`src/rtl/rf_dbg_pkg.sv`:
```
// rf_dbg_pkg: shared definitions for the register-file debug port.
//   rf_dbg_state_e : sequencer states (IDLE / LOAD / DUMP / FIN)
//   OP_LOAD/OP_DUMP: cmd_op encodings
//   RF_AW          : register-file address width used on the RF ports
package rf_dbg_pkg;

    typedef enum logic [1:0] {
        ST_IDLE = 2'd0,
        ST_LOAD = 2'd1,
        ST_DUMP = 2'd2,
        ST_FIN  = 2'd3
    } rf_dbg_state_e;

    localparam logic OP_LOAD = 1'b0;
    localparam logic OP_DUMP = 1'b1;

    localparam int RF_AW = 5;

endpackage

```
`src/rtl/rf_dbg_outreg.sv`:
```
// rf_dbg_outreg: single-entry valid/ready holding register for the dump stream.
//   load              : capture in_data/in_idx and raise out_valid (caller only
//                       asserts it when can_load is high)
//   out_ready         : downstream accept; drains the entry when no new load
//   out_valid/data/idx: registered stream outputs, stable while stalled
//   can_load          : entry is empty or being drained this cycle
module rf_dbg_outreg
    import rf_dbg_pkg::*;
#(
    parameter int WIDTH = 64
) (
    input  logic             clk,
    input  logic             rst_n,
    input  logic             load,
    input  logic [WIDTH-1:0] in_data,
    input  logic [RF_AW-1:0] in_idx,
    input  logic             out_ready,
    output logic             out_valid,
    output logic [WIDTH-1:0] out_data,
    output logic [RF_AW-1:0] out_idx,
    output logic             can_load
);

    logic             valid_q, valid_d;
    logic [WIDTH-1:0] data_q, data_d;
    logic [RF_AW-1:0] idx_q, idx_d;

    always_comb begin
        valid_d = valid_q;
        data_d  = data_q;
        idx_d   = idx_q;
        if (load) begin
            valid_d = 1'b1;
            data_d  = in_data;
            idx_d   = in_idx;
        end else if (out_ready) begin
            valid_d = 1'b0;
        end
    end

    always_ff @(posedge clk or negedge rst_n) begin
        if (!rst_n) begin
            valid_q <= 1'b0;
            data_q  <= '0;
            idx_q   <= '0;
        end else begin
            valid_q <= valid_d;
            data_q  <= data_d;
            idx_q   <= idx_d;
        end
    end

    assign can_load  = !valid_q || out_ready;
    assign out_valid = valid_q;
    assign out_data  = data_q;
    assign out_idx   = idx_q;

endmodule

```
`src/rtl/rf_debug_port.sv`:
```
// rf_debug_port: sequences a full register-file load from a stream (LOAD) or
// a full register-file dump onto a stream (DUMP), one command at a time.
//   cmd_valid/cmd_op/cmd_ready : command handshake, accepted only in IDLE
//   in_valid/in_ready/in_data  : load stream, written straight to the RF port
//   out_valid/out_ready/out_data/out_idx : dump stream with source index
//   rf_wr/rf_rd/rf_d           : RF write port (active only in LOAD)
//   rf_rn/rf_data1             : RF combinational read port (used in DUMP)
//   busy                       : not IDLE; done : one-cycle completion pulse
module rf_debug_port
    import rf_dbg_pkg::*;
#(
    parameter int NREGS = 32,
    parameter int WIDTH = 64
) (
    input  logic             clk,
    input  logic             rst_n,
    input  logic             cmd_valid,
    input  logic             cmd_op,
    output logic             cmd_ready,
    input  logic             in_valid,
    output logic             in_ready,
    input  logic [WIDTH-1:0] in_data,
    output logic             out_valid,
    input  logic             out_ready,
    output logic [WIDTH-1:0] out_data,
    output logic [4:0]       out_idx,
    output logic [4:0]       rf_rd,
    output logic [WIDTH-1:0] rf_d,
    output logic             rf_wr,
    output logic [4:0]       rf_rn,
    input  logic [WIDTH-1:0] rf_data1,
    output logic             busy,
    output logic             done
);

    // idx must be able to hold NREGS so DUMP can tell "all reads issued".
    localparam int IW = $clog2(NREGS + 1);

    rf_dbg_state_e state_q, state_d;
    logic [IW-1:0] idx_q, idx_d;
    logic          ld;
    logic          can_load;
    logic          out_last;

    rf_dbg_outreg #(.WIDTH(WIDTH)) u_outreg (
        .clk       (clk),
        .rst_n     (rst_n),
        .load      (ld),
        .in_data   (rf_data1),
        .in_idx    (RF_AW'(idx_q)),
        .out_ready (out_ready),
        .out_valid (out_valid),
        .out_data  (out_data),
        .out_idx   (out_idx),
        .can_load  (can_load)
    );

    // Final dump beat leaving the holding register ends the command.
    assign out_last = out_valid && out_ready && (out_idx == RF_AW'(NREGS - 1));

    always_comb begin
        state_d   = state_q;
        idx_d     = idx_q;
        cmd_ready = 1'b0;
        in_ready  = 1'b0;
        rf_wr     = 1'b0;
        rf_rd     = '0;
        rf_d      = '0;
        rf_rn     = '0;
        ld        = 1'b0;
        busy      = 1'b1;
        done      = 1'b0;
        unique case (state_q)
            ST_IDLE: begin
                busy      = 1'b0;
                cmd_ready = 1'b1;
                if (cmd_valid) begin
                    idx_d   = '0;
                    state_d = (cmd_op == OP_DUMP) ? ST_DUMP : ST_LOAD;
                end
            end
            ST_LOAD: begin
                // Write-through: the RF commits on the edge the beat is taken.
                in_ready = 1'b1;
                rf_wr    = in_valid;
                rf_rd    = RF_AW'(idx_q);
                rf_d     = in_data;
                if (in_valid) begin
                    idx_d = idx_q + 1'b1;
                    if (idx_q == IW'(NREGS - 1)) state_d = ST_FIN;
                end
            end
            ST_DUMP: begin
                rf_rn = RF_AW'(idx_q);
                if (can_load && (idx_q < IW'(NREGS))) begin
                    ld    = 1'b1;
                    idx_d = idx_q + 1'b1;
                end
                if (out_last) state_d = ST_FIN;
            end
            ST_FIN: begin
                done    = 1'b1;
                idx_d   = '0;
                state_d = ST_IDLE;
            end
            default: state_d = ST_IDLE;
        endcase
    end

    always_ff @(posedge clk or negedge rst_n) begin
        if (!rst_n) begin
            state_q <= ST_IDLE;
            idx_q   <= '0;
        end else begin
            state_q <= state_d;
            idx_q   <= idx_d;
        end
    end

endmodule

```
`config.mk`:
```
export PLATFORM = sky130hd
export DESIGN_NAME = rf_debug_port
export DESIGN_NICKNAME = d
export VERILOG_FILES = /design/src/rtl/rf_dbg_pkg.sv /design/src/rtl/rf_dbg_outreg.sv /design/src/rtl/rf_debug_port.sv
export SDC_FILE = /design/constraint.sdc
export NUM_CORES = 1
export LEC_CHECK = 0
export ABC_CLOCK_PERIOD_IN_PS = 2200
export CORE_MARGIN = 3
export CORE_UTILIZATION = 34
export CTS_BUF_LIST = sky130_fd_sc_hd__clkbuf_16
export DETAILED_ROUTE_END_ITERATION = 7
export PLACE_DENSITY = 0.89
export SYNTH_ARGS = -nofsm -noshare
export SYNTH_HDL_FRONTEND = slang
export SYNTH_SLANG_ARGS = --single-unit
```
`constraint.sdc`:
```
create_clock -name clk -period 2.2 [get_ports clk]
set_clock_uncertainty 0.15 [all_clocks]
set_input_delay 0.22 -clock clk [delete_from_list [all_inputs] [get_ports clk]]
set_output_delay 0.22 -clock clk [all_outputs]
set_load 0.05 [all_outputs]
```
Word level (Yosys, flattened, before mapping). Index checks and enable logic that the tools add are counted. W data, S select, Z words.

Register bits after elaboration: 78. Output and inout bits: 149. Input bits: 134. Logic and storage cells: 48.

Equal/unequal tests: 10. Order comparisons: 1. Add/sub/neg operators: 1. Multiplexer cells: 22. Reductions and logical operators: 9.

Operators with widths (number): $mux W64 (1); $pmux W6 S4 (1); $mux W6 (3); $mux W2 (5); $mux W5 (2); $ne A2 B2 Y1 const B (5); $mux W1 (9); $pmux W2 S4 (1); $add A6 B1 Y6 const B (1); $eq A6 B5 Y1 const B (1); $lt A6 B6 Y1 const B (1); $eq A5 B5 Y1 const B (1); $eq A2 B2 Y1 const B (2); $reduce_and A4 Y1 (1); $logic_and A1 B1 Y1 (3); $reduce_and A3 Y1 (1); $eq A2 B1 Y1 const B (1); $logic_not A2 Y1 (1); $reduce_bool A2 Y1 (1); $logic_not A1 Y1 (1); $logic_or A1 B1 Y1 (1).

Depth between registers and ports, before layout.
Depth after elaboration: 6. Depth in mapped cells: 7. Mapped depth without buffers: 6.

Modules after synthesis. A second synthesis with hierarchy kept.

Cell total of the unflattened synthesis: 292. Area total of the unflattened synthesis: 3990.1 µm².

By module, submodules not included: rf_dbg_outreg (seq. area each 1751.7 µm², cells an instance 149, area an instance 2951.6 µm², instances 1); rf_debug_port (seq. area each 200.2 µm², cells an instance 143, area an instance 1038.5 µm², instances 1).

Least setup slack after synthesis. No wires, ideal clock.

Path kind: flip-flop to output port. From: reg state_q[1]. To: out rf_d[0]. Stages on the path, launching flop included: 6. Path buffers: 2. Arrival time: 1871 ps. Path slack: -41 ps. Cell sequence: dfrtp_1 inv_1 ha_1 buf_2 clkbuf_1 and2_1.

Longest elaborated chain between the ends: 2.

Ends and longest elaborated chain: start, declared (line rf_debug_port.sv:39) `rf_dbg_state_e state_q, state_d;`; start signal, assigned (line rf_debug_port.sv:115) `state_q <= state_d;`; $eq A2 B1 Y1 (line rf_debug_port.sv:73) `unique case (state_q)`; $mux W64 (line rf_debug_port.sv:73); end, declared (line rf_debug_port.sv:28) `output logic [WIDTH-1:0] rf_d,`.

No other way between the ends.

Final worst setup path.
From: reg state_q[0]. To: out done.

Longest elaborated chain between the ends: 2.

Ends and longest elaborated chain: $eq A2 B2 Y1 (line rf_debug_port.sv:73); $mux W1 (line rf_debug_port.sv:73); end, declared (line rf_debug_port.sv:33) `output logic done`.

No other way between the ends.

==> key figures <==
Drt
  – DRC: 0
  – Max Used Layer: met4
  – WL per Instance: 19.4 um
  – Met1 wire length: 4.52 mm
  – Met3 routed WL: 1.27 mm
  – Iter 0 DRT Violations: 114
  – Met2 wire len: 7.74 mm
  – DR pass1 iterations: 4
  – Vias per cell: 4.76
  – Vias post-DR: 3415
  – Final ANT Viol Nets: 0
  – Routed WL: 13.9 mm

Pwr
  – Peak supply drop: 1060 uV
  – Pwr Total: 13.5 mW
  – LEAKAGE: 3.22 nW
  – Power per standard cell area: 1750 nW/um2

Critical path
  – Cell at the slowest stage of the critical path: clkdlybuf4s50_1
  – Critical Path End Type: primary output
  – Critical-path cell list: ha_1, clkdlybuf4s50_1
  – Req. time, crit path: 1830 ps
  – WP data arrival: 1740 ps
  – Crit path max fanout: 3
  – Buf/Inv on CP: 1
  – Setup crit start kind: flop
  – Worst path max stage delay: 820 ps
  – CP delay by family, top: buffers and inverters
  – CP Class: flop to primary output

Timing
  – Unrepaired setup endpoints after global routing: no
  – Setup TNS: 0 ps
  – Worst-margin pin slew: 559 ps
  – Max transition margin: 0.626
  – Hold Vio Cnt, Final: 0
  – Pins Over Slew Limit: 0
  – Final setup margin: 87.7 ps
  – Setup Viol. Count Final: 0
  – Final worst-path cycle share: 0.960
  – Final min period: 2110 ps
  – Fmax: 0.473 GHz

Layout
  – Final Net Count: 718
  – Fill count: 669
  – Most common cell after layout, fill and taps aside: clkdlybuf4s50_1
  – Ant diodes: 0
  – Syn-to-layout area delta: 109%
  – Commonest non-fill, non-tap cells in the layout: clkdlybuf4s50_1, buf_12, dfrtp_1
  – Fraction of layout cells with a size suffix above 1: 0.299

Clock tree
  – Sink Count: 78
  – H-Tree Level Count: 3
  – Max Buffers Root-to-Sink: 2
  – Num CTS Buffers: 9
  – Clock latency at the later pin of the worst-skew pair: 320 ps
  – TritonCTS clock tree: built
  – Clock slew at reported path FFs: 60 ps
  – Root Buffer: clkbuf_16

Floorplan
  – Die height: 110 um
  – Die width: 110 um
  – Cell Rows: 37
  – Initial Utilization: 0.353
  – CORE AREA: 10500 um2
  – Die area: 12200 um2
  – IO Pins: 283

Logic synthesis
  – Post-Syn Area per Cell: 12.6 um2
  – Netlist cell types: 29
  – Post-Syn Nets: 433
  – Seq/Total Area, Yosys: 0.528
  – Yosys reg bits: 78
  – Yosys warns: 0
  – Mapped cell area: 3700 um2
  – Cells after Synth: 293

Run status
  – Outcome: finished clean

Job
  – Max Cap Viol: 0

GRT
  – Global Route Usage Sum: 0.219
  – Global-route wire length before repair: 20.0 mm
  – Gr ovfl total: 0
  – Vias in the first global route: 3698
  – Initial antenna violation count: 0
  – Pin count of the biggest net entering global routing: 69

Placement
  – GPL Wtd Cong: 0.803
  – Worst slack, placed: 165 ps
  – Port-buffer cells: 282
  – DP Wirelength: 11.1 mm

Hold path
  – HP Class: primary input to async pin
[through the flow]
stage / area [um2] / utilization / hold slack (ps) / instances
6_report: 7730 / 0.738 / 256 / 718
5_1_grt: 7730 / 0.738 / 300 / 718
4_1_cts: 7690 / 0.735 / 270 / 717
3_5_place_dp: 7420 / 0.709 / 64.5 / 701
3_3_place_gp: 7420 / 0.709 / 54.1 / 701
2_1_floorplan: 3700 / - / -226 / 293
[final timing paths]
| path | start | endpoint | slack, ps | depth (start not counted) |
|---|---|---|---|---|
| max in group asynchronous | rst_n | u_outreg.out_data[59] | 1050 | 3 |
| max reg2reg | state_q[0] | u_outreg.out_data[44] | 150 | 5 |
| min reg2reg | u_outreg.out_data[34] | u_outreg.out_data[34] | 360 | 1 |
| min | rst_n | u_outreg.out_data[56] | 260 | 2 |
| min in group clk | rf_data1[37] | u_outreg.out_data[37] | 350 | 2 |
| max | state_q[0] | done | 90 | 2 |
[report_power, final]
| part | internal (mW) | total, mW | switching, mW |
|---|---|---|---|
| clock | 0.758 | 1.35 | 0.590 |
| combinational | 4.02 | 9.60 | 5.58 |
| sequential | 2.14 | 2.57 | 0.426 |
[kinds of logic (layout without fill, tap and decap cells)]
kind of cell    after synthesis  count (layout)  share of synthesized area
fa+ha+maj                     6               6                     0.0203
compound gates                9               9                     0.0173
flops                        78              78                      0.528
mux                          74              74                      0.224
buf+inv                      24             313                     0.0393
simple gates                102             102                      0.171
[worst register-to-register path, cell delays in order, from the launching register on]
cell	delay (ps)
dfrtp_1	430
inv_1	150
ha_1	210
nor3b_4	280
buf_12	300
mux2_2	420
[state kept, by name, indices dropped and copies added (netlist names)]
signal,count
idx_q,6
state_q,2
u_outreg.out_data,64
u_outreg.out_idx,5
u_outreg.out_valid,1
[layer usage]
layer | vias up | GRT usage
li1 | 1556 | -
met1 | 1654 | 0.219
met4 | 0 | 0.0871
met2 | 175 | 0.416
met3 | 30 | 0.0699
met5 | - | 0
[final cells by class]
cell class | instances | area, um2 | share of cell area
timing repair buffer | 291 | 3700 | 0.479
sequential | 78 | 1950 | 0.253
multi-input combinational | 191 | 1610 | 0.209
clock buffer | 9 | 225 | 0.0291
tap | 136 | 170 | 0.0220
clock inverter | 6 | 40.0 | 0.00518
inverter | 7 | 26.3 | 0.00340
[what timing repair did]
action,4_1_cts,5_1_grt
setup buffers,0,0
gates resized for setup,0,1
hold buffers,1,0
endpoints found under the hold margin,36,0
endpoints found under the setup margin,0,67
[synthesized netlist by cell type (all sizes together)]
cell / instances / area (um2)
a21oi: 1 / 5.00
a32o: 1 / 10.0
and2: 76 / 475
buf: 9 / 88.8
clkbuf: 8 / 30.0
dfrtp: 78 / 1950
ha: 6 / 75.1
inv: 7 / 26.3
mux2: 69 / 777
mux2i: 5 / 50.1
nand2: 5 / 18.8
nand2b: 2 / 12.5
nand3: 8 / 40.0
nand3b: 1 / 7.51
nand4: 2 / 12.5
nor2: 2 / 7.51
nor2b: 3 / 26.3
nor3b: 2 / 26.3
o211ai: 1 / 7.51
o21ai: 3 / 15.0
o221ai: 1 / 8.76
o2bb2ai: 1 / 8.76
o41ai: 1 / 8.76
or2: 1 / 6.26
Note: power is estimated with default switching activity, not from simulation.
==> edit: new RTL, same settings <==
Re-encode `rf_dbg_state_e` (4 states) as Gray code, 2 bits wide.
--- a/src/rtl/rf_dbg_pkg.sv
+++ b/src/rtl/rf_dbg_pkg.sv
@@ -5,10 +5,10 @@
 package rf_dbg_pkg;
 
     typedef enum logic [1:0] {
-        ST_IDLE = 2'd0,
-        ST_LOAD = 2'd1,
-        ST_DUMP = 2'd2,
-        ST_FIN  = 2'd3
+        ST_IDLE = 2'b00,
+        ST_LOAD = 2'b01,
+        ST_DUMP = 2'b11,
+        ST_FIN  = 2'b10
     } rf_dbg_state_e;
 
     localparam logic OP_LOAD = 1'b0;
Function: no difference found for any inputs over 4 cycles, from zero or initial values and one cycle with rst_n low; so few cycles prove little.
==> edit against the original RTL <==
Hold slack better by 73 ps. Wire length up 18%. Fmax up 1.1%. Synthesized area down 2.5%. Critical path depth up 3. Setup slack better by 22 ps. Power down 3.7%. Cell area down 1.6%. Sequential cell count unchanged.
==> edit: results (changes against the original RTL) <==
Max incr delay on CP = 450 ps (was 820 ps)
Multi-input logic area = 1550 um^2 (was 1610 um^2)
Worst slew margin = 0.349 (was 0.626)
First-pass GRT wire length = 23.4 mm (was 20.0 mm)
CP max-delay cell = dfrtp_2 (was clkdlybuf4s50_1)
Status = finished clean (unchanged)
WL per Instance = 23.1 um (was 19.4 um)
CP max FO = 44 (was 3)
Vias per cell = 4.99 (was 4.76)
Nonclk inv count = 4 (was 7)
Largest net degree at the start of global routing = 79 (was 69)
Placed cells = 693 (was 701)
Setup WS pre-CTS = 117 ps (was 165 ps)
End of the worst register-to-register path = idx_q[1]$_DFFE_PN0P_ (was u_outreg.out_data[44]$_DFFE_PN0P_)
CTS H-Tree Depth = 3 (unchanged)
Net count, final = 707 (was 718)
Multi-input logic cell count = 191 (unchanged)
Clock buf/inv share = 0.0380 (was 0.0343)
VDD IR max = 1.32 mV (was 1.06 mV)
Clock buffers = 9 (unchanged)
Reg2Reg Setup Slack = 330 ps (was 150 ps)
DRT iter0 DRCs = 193 (was 114)
Num Clock Sinks = 78 (unchanged)
Register area share after synthesis = 0.542 (was 0.528)
Complex-gate fraction of the synthesized area = 0.0351 (was 0.0173)
Synth warn = 0 (unchanged)
Final WL = 16.4 mm (was 13.9 mm)
Share of cells above drive strength 1 = 0.284 (was 0.299)
Fin Hold WS = 329 ps (was 256 ps)
Final Wtd Congestion = 0.913 (was 0.803)
Achievable frequency = 0.479 GHz (was 0.473 GHz)
Synthesized Nets = 426 (was 433)
Library cells used by synthesis = 36 (was 29)
Post-synthesis mux area share = 0.216 (was 0.224)
Worst-Skew Late Latency = 330 ps
Net Sw Frac = 0.490 (was 0.488)
DP Area = 7300 um^2 (was 7420 um^2)
NonClk Buf Share = 0.477 (was 0.479)
Worst hold path type = input pin to flip-flop (was input pin to asynchronous set/reset pin)
Pleak = 0.00316 uW (was 0.00322 uW)
Top post-synthesis cells by count = dfrtp_1 (78), and2_1 (69), mux2_2 (59) (was dfrtp_1 (78), and2_1 (75), mux2_2 (69))
R2R depth = 4 (was 5)
Clock slew seen by the registers of the worst setup and hold paths = 60 ps (about the same)
Multi-input combinational area share = 0.204 (was 0.209)
Total track usage = 0.278 (was 0.219)
Crit path DAT = 1720 ps (was 1740 ps)
Fillers = 627 (was 669)
Synth Area in Adders = 0.00347 (was 0.0203)
Final HPWL DP = 13.4 mm (was 11.1 mm)
Top cells by area, synth = dfrtp_1 (54%), mux2_2 (18%), and2_1 (12%) (was dfrtp_1 (53%), mux2_2 (21%), and2_1 (13%))
Avg Inst Size Synth = 12.4 um^2 (was 12.6 um^2)
Number of cells on the worst hold path = 3
Final hold viol count = 0 (unchanged)
Cell count after synthesis = 291 (was 293)
Plain + repair buffers = 288 (was 291)
Seq area share = 0.257 (was 0.253)
Vias in the first global route = 3,750 (was 3,698)
Hold path start = cmd_op
[edit: what timing repair did]
action                                 4_1_cts  5_1_grt
endpoints found under the hold margin       78        0
pin swaps                                    0        0
setup endpoints to repair                   43       35
gates resized for setup                      2        2
hold buffers                                 1        0
[edit: cells by family after synthesis]
family	Yosys count
AOI/OAI and AO/OA	18
buffers and inverters	22
DFF	78
adders and majority gates	1
muxes	69
and+or+nand+nor	103
[edit: critical path, delay by kind of cell (launching register included)]
family	cells	cell delay [ps]
buffers and inverters	3	550
flip-flops	1	450
AND/OR/NAND/NOR	2	390
[edit: worst max path at each step]
stage | from | to
5_1_grt | state_q[0]$_DFFE_PN0P_ | rf_d[0]
3_5_place_dp | out_ready | u_outreg.out_data[10]$_DFFE_PN0P_
6_report | state_q[0]$_DFFE_PN0P_ | rf_d[0]
3_3_place_gp | out_ready | u_outreg.out_data[7]$_DFFE_PN0P_
4_1_cts | state_q[1]$_DFFE_PN0P_ | rf_d[0]
2_1_floorplan | state_q[1]$_DFFE_PN0P_ | rf_rd[3]
[edit: power by group through the flow]
stage / Clock, uW / Sequential (uW) / Combinational (uW)
after floorplan: 0 / 4710 / 2950
after global placement: 0 / 2530 / 8880
after detailed placement: 0 / 2580 / 9000
after CTS: 1480 / 2570 / 9050
after global routing: 1530 / 2670 / 9280
final: 1450 / 2570 / 8990
[edit: layer usage]
| layer | routed length (um) | global-route usage | part of all wire |
|---|---|---|---|
| met3 | 1760 | 0.0782 | 0.11 |
| met1 | 5680 | 0.315 | 0.35 |
| met5 | 0 | 0 | 0 |
| met2 | 8380 | 0.486 | 0.51 |
| met4 | 588 | 0.124 | 0.036 |
